`src/rtl/board_disp_pkg.sv`:
```
// Shared definitions for the tic-tac-toe display stage: cell and winner
// codes, active-low seven-segment glyphs ({g,f,e,d,c,b,a}) and the FSM state.
package board_disp_pkg;

    localparam logic [1:0] CELL_EMPTY = 2'd0;
    localparam logic [1:0] CELL_O     = 2'd1;
    localparam logic [1:0] CELL_X     = 2'd2;

    localparam logic [1:0] WIN_NONE = 2'd0;
    localparam logic [1:0] WIN_P1   = 2'd1;
    localparam logic [1:0] WIN_P2   = 2'd2;
    localparam logic [1:0] WIN_DRAW = 2'd3;

    localparam logic [6:0] GLYPH_EMPTY = 7'b0111111;
    localparam logic [6:0] GLYPH_O     = 7'b1000000;
    localparam logic [6:0] GLYPH_X     = 7'b0001001;
    localparam logic [6:0] GLYPH_BLANK = 7'h7F;
    localparam logic [6:0] GLYPH_P     = 7'b0001100;
    localparam logic [6:0] GLYPH_D     = 7'b0100001;
    localparam logic [6:0] GLYPH_R     = 7'b0101111;
    localparam logic [6:0] GLYPH_0     = 7'b1000000;
    localparam logic [6:0] GLYPH_1     = 7'b1111001;
    localparam logic [6:0] GLYPH_2     = 7'b0100100;

    typedef enum logic [2:0] {
        PLAY,
        SCAN0,
        SCAN1,
        SCAN2,
        RESULT
    } disp_state_t;

    // Digit glyph for a row index or player number (0..2); anything else blank.
    function automatic logic [6:0] digit_glyph(input logic [1:0] d);
        case (d)
            2'd0:    digit_glyph = GLYPH_0;
            2'd1:    digit_glyph = GLYPH_1;
            2'd2:    digit_glyph = GLYPH_2;
            default: digit_glyph = GLYPH_BLANK;
        endcase
    endfunction

endpackage

```
`src/rtl/cell_glyph.sv`:
```
// Maps one 2-bit board cell code to its active-low segment pattern.
// The blank flag overrides the cell (used for the hidden cursor phase).
module cell_glyph
    import board_disp_pkg::*;
(
    input  logic [1:0] code,
    input  logic       blank,
    output logic [6:0] seg
);

    // Pure lookup; invalid code 3 renders blank.
    always_comb begin
        seg = GLYPH_BLANK;
        if (!blank) begin
            case (code)
                CELL_EMPTY: seg = GLYPH_EMPTY;
                CELL_O:     seg = GLYPH_O;
                CELL_X:     seg = GLYPH_X;
                default:    seg = GLYPH_BLANK;
            endcase
        end
    end

endmodule

```
`src/rtl/board_hex_display.sv`:
```
// Display stage for the tic-tac-toe board: shows the cursor row during play,
// and cycles rows 0..2 plus a result banner at game end.
// Optional macro BOARD_DISP_BLINK_EN: blink the cursor cell during play.
module board_hex_display
    import board_disp_pkg::*;
#(
    parameter int BLINK_DIV = 25_000_000,
    parameter int SCAN_DIV  = 50_000_000
) (
    input  logic        clk,
    input  logic        resetn,
    input  logic [17:0] board,
    input  logic [3:0]  cursor,
    input  logic        turn,
    input  logic [1:0]  winner,
    input  logic        end_sig,
    output logic [6:0]  HEX5,
    output logic [6:0]  HEX4,
    output logic [6:0]  HEX3,
    output logic [6:0]  HEX2,
    output logic [6:0]  HEX1,
    output logic [6:0]  HEX0,
    output logic [1:0]  disp_row
);

    localparam int SW = (SCAN_DIV > 1) ? $clog2(SCAN_DIV) : 1;
    localparam logic [SW-1:0] SCAN_LAST = SW'(SCAN_DIV - 1);

    disp_state_t   state;
    disp_state_t   rstate;
    logic [SW-1:0] scan_cnt;
    logic [1:0]    play_row;
    logic [1:0]    row;
    logic [1:0]    cell_row;
    logic          show_cells;
    logic          cursor_hidden;
    logic [1:0]    code [3];
    logic          blank [3];
    logic [6:0]    glyph [3];
    logic [6:0]    n5, n4, n3;

    // Frame sequencer: end_sig enters the scan loop; dropping it returns to PLAY.
    always_ff @(posedge clk) begin
        if (!resetn) begin
            state    <= PLAY;
            scan_cnt <= '0;
        end else if (state == PLAY) begin
            scan_cnt <= '0;
            if (end_sig) state <= SCAN0;
        end else if (!end_sig) begin
            state    <= PLAY;
            scan_cnt <= '0;
        end else if (scan_cnt == SCAN_LAST) begin
            scan_cnt <= '0;
            case (state)
                SCAN0:   state <= SCAN1;
                SCAN1:   state <= SCAN2;
                SCAN2:   state <= RESULT;
                default: state <= SCAN0;
            endcase
        end else begin
            scan_cnt <= scan_cnt + 1'b1;
        end
    end

`ifdef BOARD_DISP_BLINK_EN
    localparam int BW = (BLINK_DIV > 1) ? $clog2(BLINK_DIV) : 1;
    localparam logic [BW-1:0] BLINK_LAST = BW'(BLINK_DIV - 1);

    logic [BW-1:0] blink_cnt;
    logic          blink_phase;
    logic [3:0]    cursor_q;

    // Blink timer runs only while PLAY is rendered; a cursor move restarts it visible.
    always_ff @(posedge clk) begin
        cursor_q <= cursor;
        if (!resetn || rstate != PLAY || cursor != cursor_q) begin
            blink_cnt   <= '0;
            blink_phase <= 1'b0;
        end else if (blink_cnt == BLINK_LAST) begin
            blink_cnt   <= '0;
            blink_phase <= ~blink_phase;
        end else begin
            blink_cnt <= blink_cnt + 1'b1;
        end
    end

    // The move itself forces visibility in the same cycle it is seen.
    assign cursor_hidden = blink_phase && (cursor == cursor_q);
`else
    assign cursor_hidden = 1'b0;
`endif

    // Row of the cursor during play; no cursor shows row 0.
    always_comb begin
        if (cursor < 4'd3)      play_row = 2'd0;
        else if (cursor < 4'd6) play_row = 2'd1;
        else if (cursor < 4'd9) play_row = 2'd2;
        else                    play_row = 2'd0;
    end

    // Select what is rendered; a dropped end_sig shows PLAY immediately, ahead
    // of the state register, so an abort is visible one clk after it happens.
    always_comb begin
        rstate     = end_sig ? state : PLAY;
        row        = 2'd0;
        show_cells = 1'b1;
        n5         = GLYPH_BLANK;
        n4         = GLYPH_BLANK;
        n3         = GLYPH_BLANK;
        case (rstate)
            PLAY: begin
                row = play_row;
                n5  = digit_glyph(play_row);
                n4  = turn ? GLYPH_2 : GLYPH_1;
            end
            SCAN0: begin
                row = 2'd0;
                n5  = GLYPH_0;
            end
            SCAN1: begin
                row = 2'd1;
                n5  = GLYPH_1;
            end
            SCAN2: begin
                row = 2'd2;
                n5  = GLYPH_2;
            end
            default: begin
                row        = 2'd3;
                show_cells = 1'b0;
                case (winner)
                    WIN_P1: begin
                        n5 = GLYPH_P;
                        n4 = GLYPH_1;
                    end
                    WIN_P2: begin
                        n5 = GLYPH_P;
                        n4 = GLYPH_2;
                    end
                    WIN_DRAW: begin
                        n5 = GLYPH_D;
                        n4 = GLYPH_R;
                    end
                    default: begin
                        n5 = GLYPH_EMPTY;
                        n4 = GLYPH_EMPTY;
                    end
                endcase
            end
        endcase
    end

    // Cell codes of the shown row and the per-cell cursor blank flag.
    always_comb begin
        cell_row = (row == 2'd3) ? 2'd0 : row;
        for (int unsigned j = 0; j < 3; j++) begin
            code[j]  = board[2*(3*cell_row + j) +: 2];
            blank[j] = cursor_hidden && (rstate == PLAY) && (cursor < 4'd9) &&
                       (int'(cursor) == int'(3*cell_row + j));
        end
    end

    cell_glyph u_glyph2 (.code(code[0]), .blank(blank[0]), .seg(glyph[0]));
    cell_glyph u_glyph1 (.code(code[1]), .blank(blank[1]), .seg(glyph[1]));
    cell_glyph u_glyph0 (.code(code[2]), .blank(blank[2]), .seg(glyph[2]));

    // Output register: every display output is one clk behind its inputs.
    always_ff @(posedge clk) begin
        if (!resetn) begin
            HEX5     <= '1;
            HEX4     <= '1;
            HEX3     <= '1;
            HEX2     <= '1;
            HEX1     <= '1;
            HEX0     <= '1;
            disp_row <= '0;
        end else begin
            HEX5     <= n5;
            HEX4     <= n4;
            HEX3     <= n3;
            HEX2     <= show_cells ? glyph[0] : GLYPH_BLANK;
            HEX1     <= show_cells ? glyph[1] : GLYPH_BLANK;
            HEX0     <= show_cells ? glyph[2] : GLYPH_BLANK;
            disp_row <= row;
        end
    end

endmodule
```
`config.mk`:
```
export PLATFORM = sky130hd
export DESIGN_NAME = board_hex_display
export DESIGN_NICKNAME = d
export VERILOG_FILES = /design/src/rtl/board_disp_pkg.sv /design/src/rtl/cell_glyph.sv /design/src/rtl/board_hex_display.sv
export SDC_FILE = /design/constraint.sdc
export NUM_CORES = 1
export LEC_CHECK = 0
export ABC_AREA = 1
export CORE_MARGIN = 2
export CORE_UTILIZATION = 50
export CTS_BUF_LIST = sky130_fd_sc_hd__clkbuf_16
export CTS_CLUSTER_DIAMETER = 120
export CTS_CLUSTER_SIZE = 10
export DETAILED_ROUTE_END_ITERATION = 10
export PLACE_DENSITY = 0.81
export RECOVER_POWER = 100
export SETUP_SLACK_MARGIN = 0.3
export SYNTH_ARGS = -nofsm -noshare
export SYNTH_HDL_FRONTEND = slang
export SYNTH_SLANG_ARGS = --single-unit
export TNS_END_PERCENT = 100
```
`constraint.sdc`:
```
create_clock -name clk -period 3 [get_ports clk]
set_input_delay 0.3 -clock clk [delete_from_list [all_inputs] [get_ports clk]]
set_output_delay 0.3 -clock clk [all_outputs]
set_load 0.005 [all_outputs]
```
==> flow_metrics.tcl, run 1 <==
set metrics [dict create \
    drtIter0Drc 196 \
    vias_in_the_first_global_route 2427 \
    design.die.area_um2 6200 \
    finish.net_count 486 \
    die_x_um 78.8 \
    yosys.area.top_type_share_pct 37.2 \
    netlist_top_cells_count "sky130_fd_sc_hd__nand2_1, sky130_fd_sc_hd__dfxtp_1, sky130_fd_sc_hd__nor2_1" \
    clock_transition_at_the_registers_of_the_reported_paths_ps 60 \
    fillers 480 \
    rsz0062_at_grt "no" \
    worstSetupStartpointType "input port" \
    setup_viol_count_final 0 \
    fin_crit_ps 2290 \
    post_synth_main_area_contributors "sky130_fd_sc_hd__dfxtp_1, sky130_fd_sc_hd__nand2_1, sky130_fd_sc_hd__buf_4" \
    asyncSetResetFlopFracSynth_pct 0 \
    critPathCaptureType "flop" \
    design.core.area_um2 5440 \
    synth.distinct_cells 33 \
    globalRouteOverflowTotal 0 \
    count_of_mapped_cells_out_of_synthesis 396 \
    arrival_time_of_data_at_the_critical_path_endpoint_ps 2470 \
    rr_endpoint "HEX1[5]" \
    path_max_fanout 8 \
    power.net_switching_uw 524 \
    hold_depth 2 \
    criticalPathCategory "in -> reg" \
    worst_r2r_path_depth 11 \
    floorplan.initialDensity_pct 51.4 \
    route.vias.total 2618 \
    remaining_drc_errors 0 \
    min-delay-path-class "reg -> reg" \
    postCtsResizedCells 0 \
    worst-endpoint-required_ps 3180 \
    top_sig_layer "met4" \
    antenna_diode_instance_count 0 \
    detail-route-antenna-nets 0 \
    timing.setup.tns_ps 0 \
    avgRoutedWirePerCell_um 12.7 \
    route.met2.wl_um 3350 \
    vdd_drop_max_mv 0.343 \
    worst_slew_pin_slew_ps 504 \
    worstReg2RegStart "state[2]" \
    yosysTopAreaCell "sky130_fd_sc_hd__dfxtp_1" \
    cts-htree-levels 2 \
    slew_limit_headroom_pct 66.3 \
    grt_antenna_before_repair 0 \
    power_frac_clock_pct 33.5 \
    power-per-cell-area_nw_per_um2 548 \
    grt_first_pass_wirelength_um 11000 \
    detailed_place_hpwl_um 5190 \
    timing.final.max_slew_violations 0 \
    number_of_buffers_created_by_cts 5 \
    r2r_setup_slack_ps 920 \
    postSynth.topFlopCell "sky130_fd_sc_hd__dfxtp_1" \
    cellInternalPower_mw 1.39 \
    leakage_nw 1.33 \
    io_pins 72 \
    synth-warning-count 0 \
    synthMostInstantiatedCell "sky130_fd_sc_hd__nand2_1" \
    overall_die_height_um 78.8 \
    cts_hold_buffers 0 \
    timing.hold.worst.start "scan_cnt[24]" \
    drv.max_cap_violation_count 0 \
    clockRootBuffer "sky130_fd_sc_hd__clkbuf_16" \
    seqPwrFrac_pct 41.8 \
    drive_above_1_share_pct 6.00 \
    drt_pass1_iterations 4 \
    gp_routability_congestion 0.930 \
    clock_sink_count 52 \
    placementRows 27 \
    clkLatencyLatePin_ps 290 \
    synth_seq_cells 52 \
    syn_to_final_growth_pct 25.2 \
    min_period_over_period_pct 76.3 \
    hold-path-endpoint "scan_cnt[24]" \
    count_of_buffers_inserted_at_the_top_level_ports 63 \
    grt_start_max_net_pins 27 \
    final_design_area_no_fill_um2 3500 \
    clock.fmax_mhz 437 \
    p_sw_share_pct 27.3 \
    synth_edf_count 0 \
    clock_tree_from_tritoncts "built" \
    wl_met1_um 2780 \
    syn_area_um2 2800 \
    pwr-share-comb_pct 24.8 \
    cts_setup_buffers 0 \
    postSynthAreaPerCell_um2 7.06 \
    detailed_place.area_um2 3360 \
    met3WireLength_um 345 \
    finalHoldViolCount 0 \
    finClkSkew_ps 6.72 \
    outcome "finished clean" \
    track_usage_pct 22.4 \
    cts_buffer_depth 2 \
    vias_per_cell 5.02 \
    drt-total-wl_um 6650 \
    synth_seq_area_share_pct 37.2 \
]
## worst max-delay path, stage by stage
cell and delay (ps):
sky130_fd_sc_hd__dlygate4sd3_1 620, sky130_fd_sc_hd__nand2_1 70, sky130_fd_sc_hd__inv_1 100, sky130_fd_sc_hd__nand3_1 190
sky130_fd_sc_hd__nand2_1 270, sky130_fd_sc_hd__inv_1 160, sky130_fd_sc_hd__nand2_1 100, sky130_fd_sc_hd__nand3_1 70
sky130_fd_sc_hd__o21ai_0 90, sky130_fd_sc_hd__ha_1 250, sky130_fd_sc_hd__or2_1 220
## metal layers
metal  vias up  track usage (%)
li1       1325                -
met1      1192             26.2
met2        84             40.3
met3        17             4.89
met4         0             7.89
met5         -                0
## cell usage in the layout (no fill, tap or decap)
| cell type | instances |
|---|---|
| sky130_fd_sc_hd__nand2_1 | 117 |
| sky130_fd_sc_hd__dfxtp_1 | 52 |
| sky130_fd_sc_hd__inv_1 | 41 |
| sky130_fd_sc_hd__nor2_1 | 41 |
| sky130_fd_sc_hd__dlygate4sd3_1 | 37 |
| sky130_fd_sc_hd__clkdlybuf4s50_1 | 26 |
| sky130_fd_sc_hd__nand3_1 | 23 |
| sky130_fd_sc_hd__a21oi_1 | 19 |
| sky130_fd_sc_hd__o21ai_0 | 12 |
| sky130_fd_sc_hd__nor3_1 | 11 |
| sky130_fd_sc_hd__ha_1 | 9 |
| sky130_fd_sc_hd__conb_1 | 8 |
| sky130_fd_sc_hd__nand4_1 | 6 |
| sky130_fd_sc_hd__xor2_1 | 5 |
| sky130_fd_sc_hd__clkbuf_16 | 5 |
| sky130_fd_sc_hd__nor2_2 | 4 |
| sky130_fd_sc_hd__inv_2 | 4 |
| sky130_fd_sc_hd__nand3b_1 | 4 |
| sky130_fd_sc_hd__or2_1 | 4 |
| sky130_fd_sc_hd__nor2_4 | 3 |
| sky130_fd_sc_hd__nor3_2 | 3 |
| sky130_fd_sc_hd__xnor2_1 | 2 |
| sky130_fd_sc_hd__nor3b_1 | 2 |
| sky130_fd_sc_hd__nand2_2 | 1 |
| sky130_fd_sc_hd__o21bai_1 | 1 |
| sky130_fd_sc_hd__nand3_4 | 1 |
| sky130_fd_sc_hd__nand3_2 | 1 |
| sky130_fd_sc_hd__nand2_4 | 1 |
| sky130_fd_sc_hd__and2_1 | 1 |
| sky130_fd_sc_hd__o2111ai_1 | 1 |
| sky130_fd_sc_hd__nand2b_1 | 1 |
| sky130_fd_sc_hd__clkinvlp_4 | 1 |
| sky130_fd_sc_hd__clkinv_2 | 1 |
| sky130_fd_sc_hd__bufinv_16 | 1 |
| sky130_fd_sc_hd__buf_4 | 1 |
## power groups by stage
| stage | Clock [mW] | Sequential [mW] | Combinational, mW |
|---|---|---|---|
| detailed placement | 0 | 0.819 | 0.517 |
| finish | 0.641 | 0.800 | 0.474 |
| global placement | 0 | 0.819 | 0.506 |
| global route | 0.682 | 0.811 | 0.529 |
| floorplan | 0 | 0.821 | 0.288 |
| CTS | 0.650 | 0.805 | 0.522 |
## through the flow
| stage | hold slack, ps | std cells | worst slack (ps) | utilization (%) | total power, mW |
|---|---|---|---|---|---|
| after global placement | 452 | 514 | 795 | 61.7 | 1.33 |
| final | 465 | 522 | 710 | 64.3 | 1.92 |
| after global routing | 484 | 522 | 511 | 64.3 | 2.02 |
| after CTS | 472 | 522 | 955 | 64.8 | 1.98 |
| after detailed placement | 464 | 514 | 694 | 61.7 | 1.34 |
| after floorplan | 422 | 403 | 1270 | - | 1.11 |
## state kept, by name (all words and copies together), names as in the netlist
register / count
scan_cnt: 26
HEX5: 7
HEX4: 5
HEX0: 3
HEX1: 3
HEX2: 3
state: 3
disp_row: 2
## how the worst max path moves through the flow
| stage | start | end | slack, ps | depth (start not counted) |
|---|---|---|---|---|
| 4_1_cts | end_sig | HEX1[5] | 950 | 11 |
| 5_1_grt | end_sig | HEX1[5] | 510 | 11 |
| 3_5_place_dp | end_sig | HEX1[5] | 690 | 11 |
| 2_1_floorplan | state[2] | HEX0[5] | 1270 | 11 |
| 3_3_place_gp | end_sig | HEX0[5] | 800 | 11 |
| 6_report | end_sig | HEX1[5] | 710 | 11 |
## kinds of logic (layout without fill, tap and decap cells)
kind of cell / count (synthesis) / in the layout / share of synthesized area, %
AOI/OAI and AO/OA: 33 / 33 / 6.13
buffers and inverters: 70 / 117 / 12.9
DFF: 52 / 52 / 37.2
xor gates and xnor gates: 7 / 7 / 2.19
and+or+nand+nor: 224 / 224 / 37.4
adders and majority gates: 9 / 9 / 4.03
other: 1 / 8 / 0.134
## cell type report
cell class                      count  area [um2]  share of cell area [%]
Clock buffer                        5         125                    3.58
Clock inverter                      3        42.5                    1.22
Inverter                           45         169                    4.83
Multi-Input combinational cell    281        1390                    39.8
Sequential cell                    52        1040                    29.8
Tap cell                           72        90.1                    2.58
Timing Repair Buffer               64         638                    18.2
Note: power is estimated with default switching activity, not from simulation.
==> run 2, diff against run 1 <==
- CORE_UTILIZATION: 50 -> 49
- PLACE_DENSITY: 0.81 -> 0.79
- clock period: 3 -> 2.34 ns (I/O delays scaled with it)
==> flow_metrics.tcl, run 2 (same netlist as run 1, synthesis figures left out) <==
set metrics [dict create \
    fillers 496 \
    timing.setup.tns_ps 0 \
    path_max_fanout 8 \
    crit_path_start "end_sig" \
    rr_endpoint "HEX1[5]" \
    worst_r2r_path_depth 10 \
    remaining_drc_errors 0 \
    number_of_flip_flops_in_the_largest_register 26 \
    critPathCaptureType "flop" \
    finish.cell_count_without_fillers 523 \
    clkLatencyLatePin_ps 290 \
    vias_per_cell 4.85 \
    track_usage_pct 21.3 \
    route.vias.total 2537 \
    drv.max_cap_violation_count 0 \
    r2r_setup_slack_ps 430 \
    drt-total-wl_um 6460 \
    vias_in_the_first_global_route 2393 \
    power_frac_clock_pct 33.1 \
    worstSetupStartpointType "input port" \
    count_of_buffers_inserted_at_the_top_level_ports 63 \
    rsz0062_at_grt "no" \
    floorplan.initialDensity_pct 50.8 \
    drtIter0Drc 194 \
    drt_pass1_iterations 4 \
    globalRouteOverflowTotal 0 \
    outcome "finished clean" \
    finalHoldViolCount 0 \
    die_x_um 79.5 \
    detailed_place_hpwl_um 5160 \
    min-delay-path-class "reg -> reg" \
    gp_routability_congestion 0.965 \
    drive_above_1_share_pct 6.21 \
    slew_limit_headroom_pct 63.0 \
    p_sw_share_pct 26.8 \
    antenna_diode_instance_count 0 \
    fin_crit_ps 1970 \
    detailed_place.area_um2 3370 \
    criticalPathCategory "in -> reg" \
    finClkSkew_ps 4.64 \
    max_flop_register "scan_cnt" \
    cts-htree-levels 2 \
    clock_sink_count 52 \
    power.net_switching_uw 654 \
    seq_area_um2 1040 \
    final_design_area_no_fill_um2 3510 \
    power-per-cell-area_nw_per_um2 694 \
    dp_cells 515 \
    arrival_time_of_data_at_the_critical_path_endpoint_ps 2150 \
    clock_tree_from_tritoncts "built" \
    clockRootBuffer "sky130_fd_sc_hd__clkbuf_16" \
    seqPwrFrac_pct 42.1 \
    setup_viol_count_final 0 \
    cellInternalPower_mw 1.78 \
    finish.net_count 487 \
    worst_hold_slack_ps 463 \
    registers_with_the_most_flip_flops "scan_cnt (26), HEX5 (7), HEX4 (5)" \
    design.core.area_um2 5510 \
    vdd_drop_max_mv 0.445 \
    worstReg2RegStart "state[2]" \
    min_period_over_period_pct 84.3 \
    worst-endpoint-required_ps 2520 \
    placementRows 27 \
    most-common-layout-cells "sky130_fd_sc_hd__nand2_1, sky130_fd_sc_hd__dfxtp_1, sky130_fd_sc_hd__inv_1, sky130_fd_sc_hd__nor2_1, sky130_fd_sc_hd__dlygate4sd3_1" \
    overall_die_height_um 79.5 \
    mostFrequentLayoutCell "sky130_fd_sc_hd__nand2_1" \
    grt_first_pass_wirelength_um 10700 \
    timing.final.max_slew_violations 0 \
    multi_input_logic_area_um2 1400 \
    number_of_buffers_created_by_cts 5 \
    clock_transition_at_the_registers_of_the_reported_paths_ps 60 \
    postLayoutCoreUtil_pct 63.7 \
    crit_path_end "HEX1[5]" \
    io_pins 72 \
    cts_setup_buffers 0 \
    design.die.area_um2 6320 \
    cts_buffer_depth 2 \
    clock.fmax_mhz 507 \
    avgRoutedWirePerCell_um 12.4 \
    syn_to_final_growth_pct 25.6 \
    detail-route-antenna-nets 0 \
    grt_antenna_before_repair 0 \
    grt_start_max_net_pins 27 \
    pwr-share-comb_pct 24.8 \
    worst_slew_pin_slew_ps 553 \
    leakage_nw 1.33 \
]
==> run 2: worst min path at each step <==
stage,start,endpoint,slack [ps],depth (start not counted)
floorplan,turn,HEX4[2],360,2
global route,scan_cnt[24],scan_cnt[24],490,2
global placement,scan_cnt[24],scan_cnt[24],450,2
detailed placement,scan_cnt[24],scan_cnt[24],460,2
finish,scan_cnt[24],scan_cnt[24],460,2
CTS,scan_cnt[24],scan_cnt[24],470,2
==> run 2: power groups by stage <==
stage          logic, mW  registers (mW)  clock network (mW)
2_1_floorplan      0.369            1.05                   0
3_3_place_gp       0.653            1.05                   0
3_5_place_dp       0.659            1.05                   0
6_report           0.604            1.03               0.806
5_1_grt            0.674            1.04               0.853
4_1_cts            0.664            1.03               0.823
==> run 2: critical path: stages <==
cell	delay [ps]
sky130_fd_sc_hd__dlygate4sd3_1	620
sky130_fd_sc_hd__nand2_1	70
sky130_fd_sc_hd__inv_1	100
sky130_fd_sc_hd__nand3_1	150
sky130_fd_sc_hd__nand2_4	150
sky130_fd_sc_hd__inv_1	110
sky130_fd_sc_hd__nand2_1	80
sky130_fd_sc_hd__nand3_1	60
sky130_fd_sc_hd__o21ai_0	90
sky130_fd_sc_hd__ha_1	250
sky130_fd_sc_hd__or2_1	230
==> run 2: timing repair <==
item	4_1_cts	5_1_grt
hold endpoints to repair	0	0
setup endpoints to repair	0	3
hold buffers	0	0
resized for setup	0	2
==> run 2: final cells by class <==
type,count,area share (%)
Timing Repair Buffer,65,18.4
Clock inverter,3,1.07
Tap cell,72,2.57
Multi-Input combinational cell,281,39.9
Clock buffer,5,3.57
Inverter,45,4.81
Sequential cell,52,29.7
==> run 2: metrics by stage <==
stage	setup slack [ps]	power (mW)
finish	367	2.44
CTS	443	2.52
global placement	234	1.70
floorplan	608	1.42
global route	189	2.56
detailed placement	155	1.71
==> run 2: metal layers <==
layer  GRT usage (%)  wire length, um
met5               0                0
met2            37.2             3290
met1            26.2             2760
met3            4.19              295
met4            7.07              119
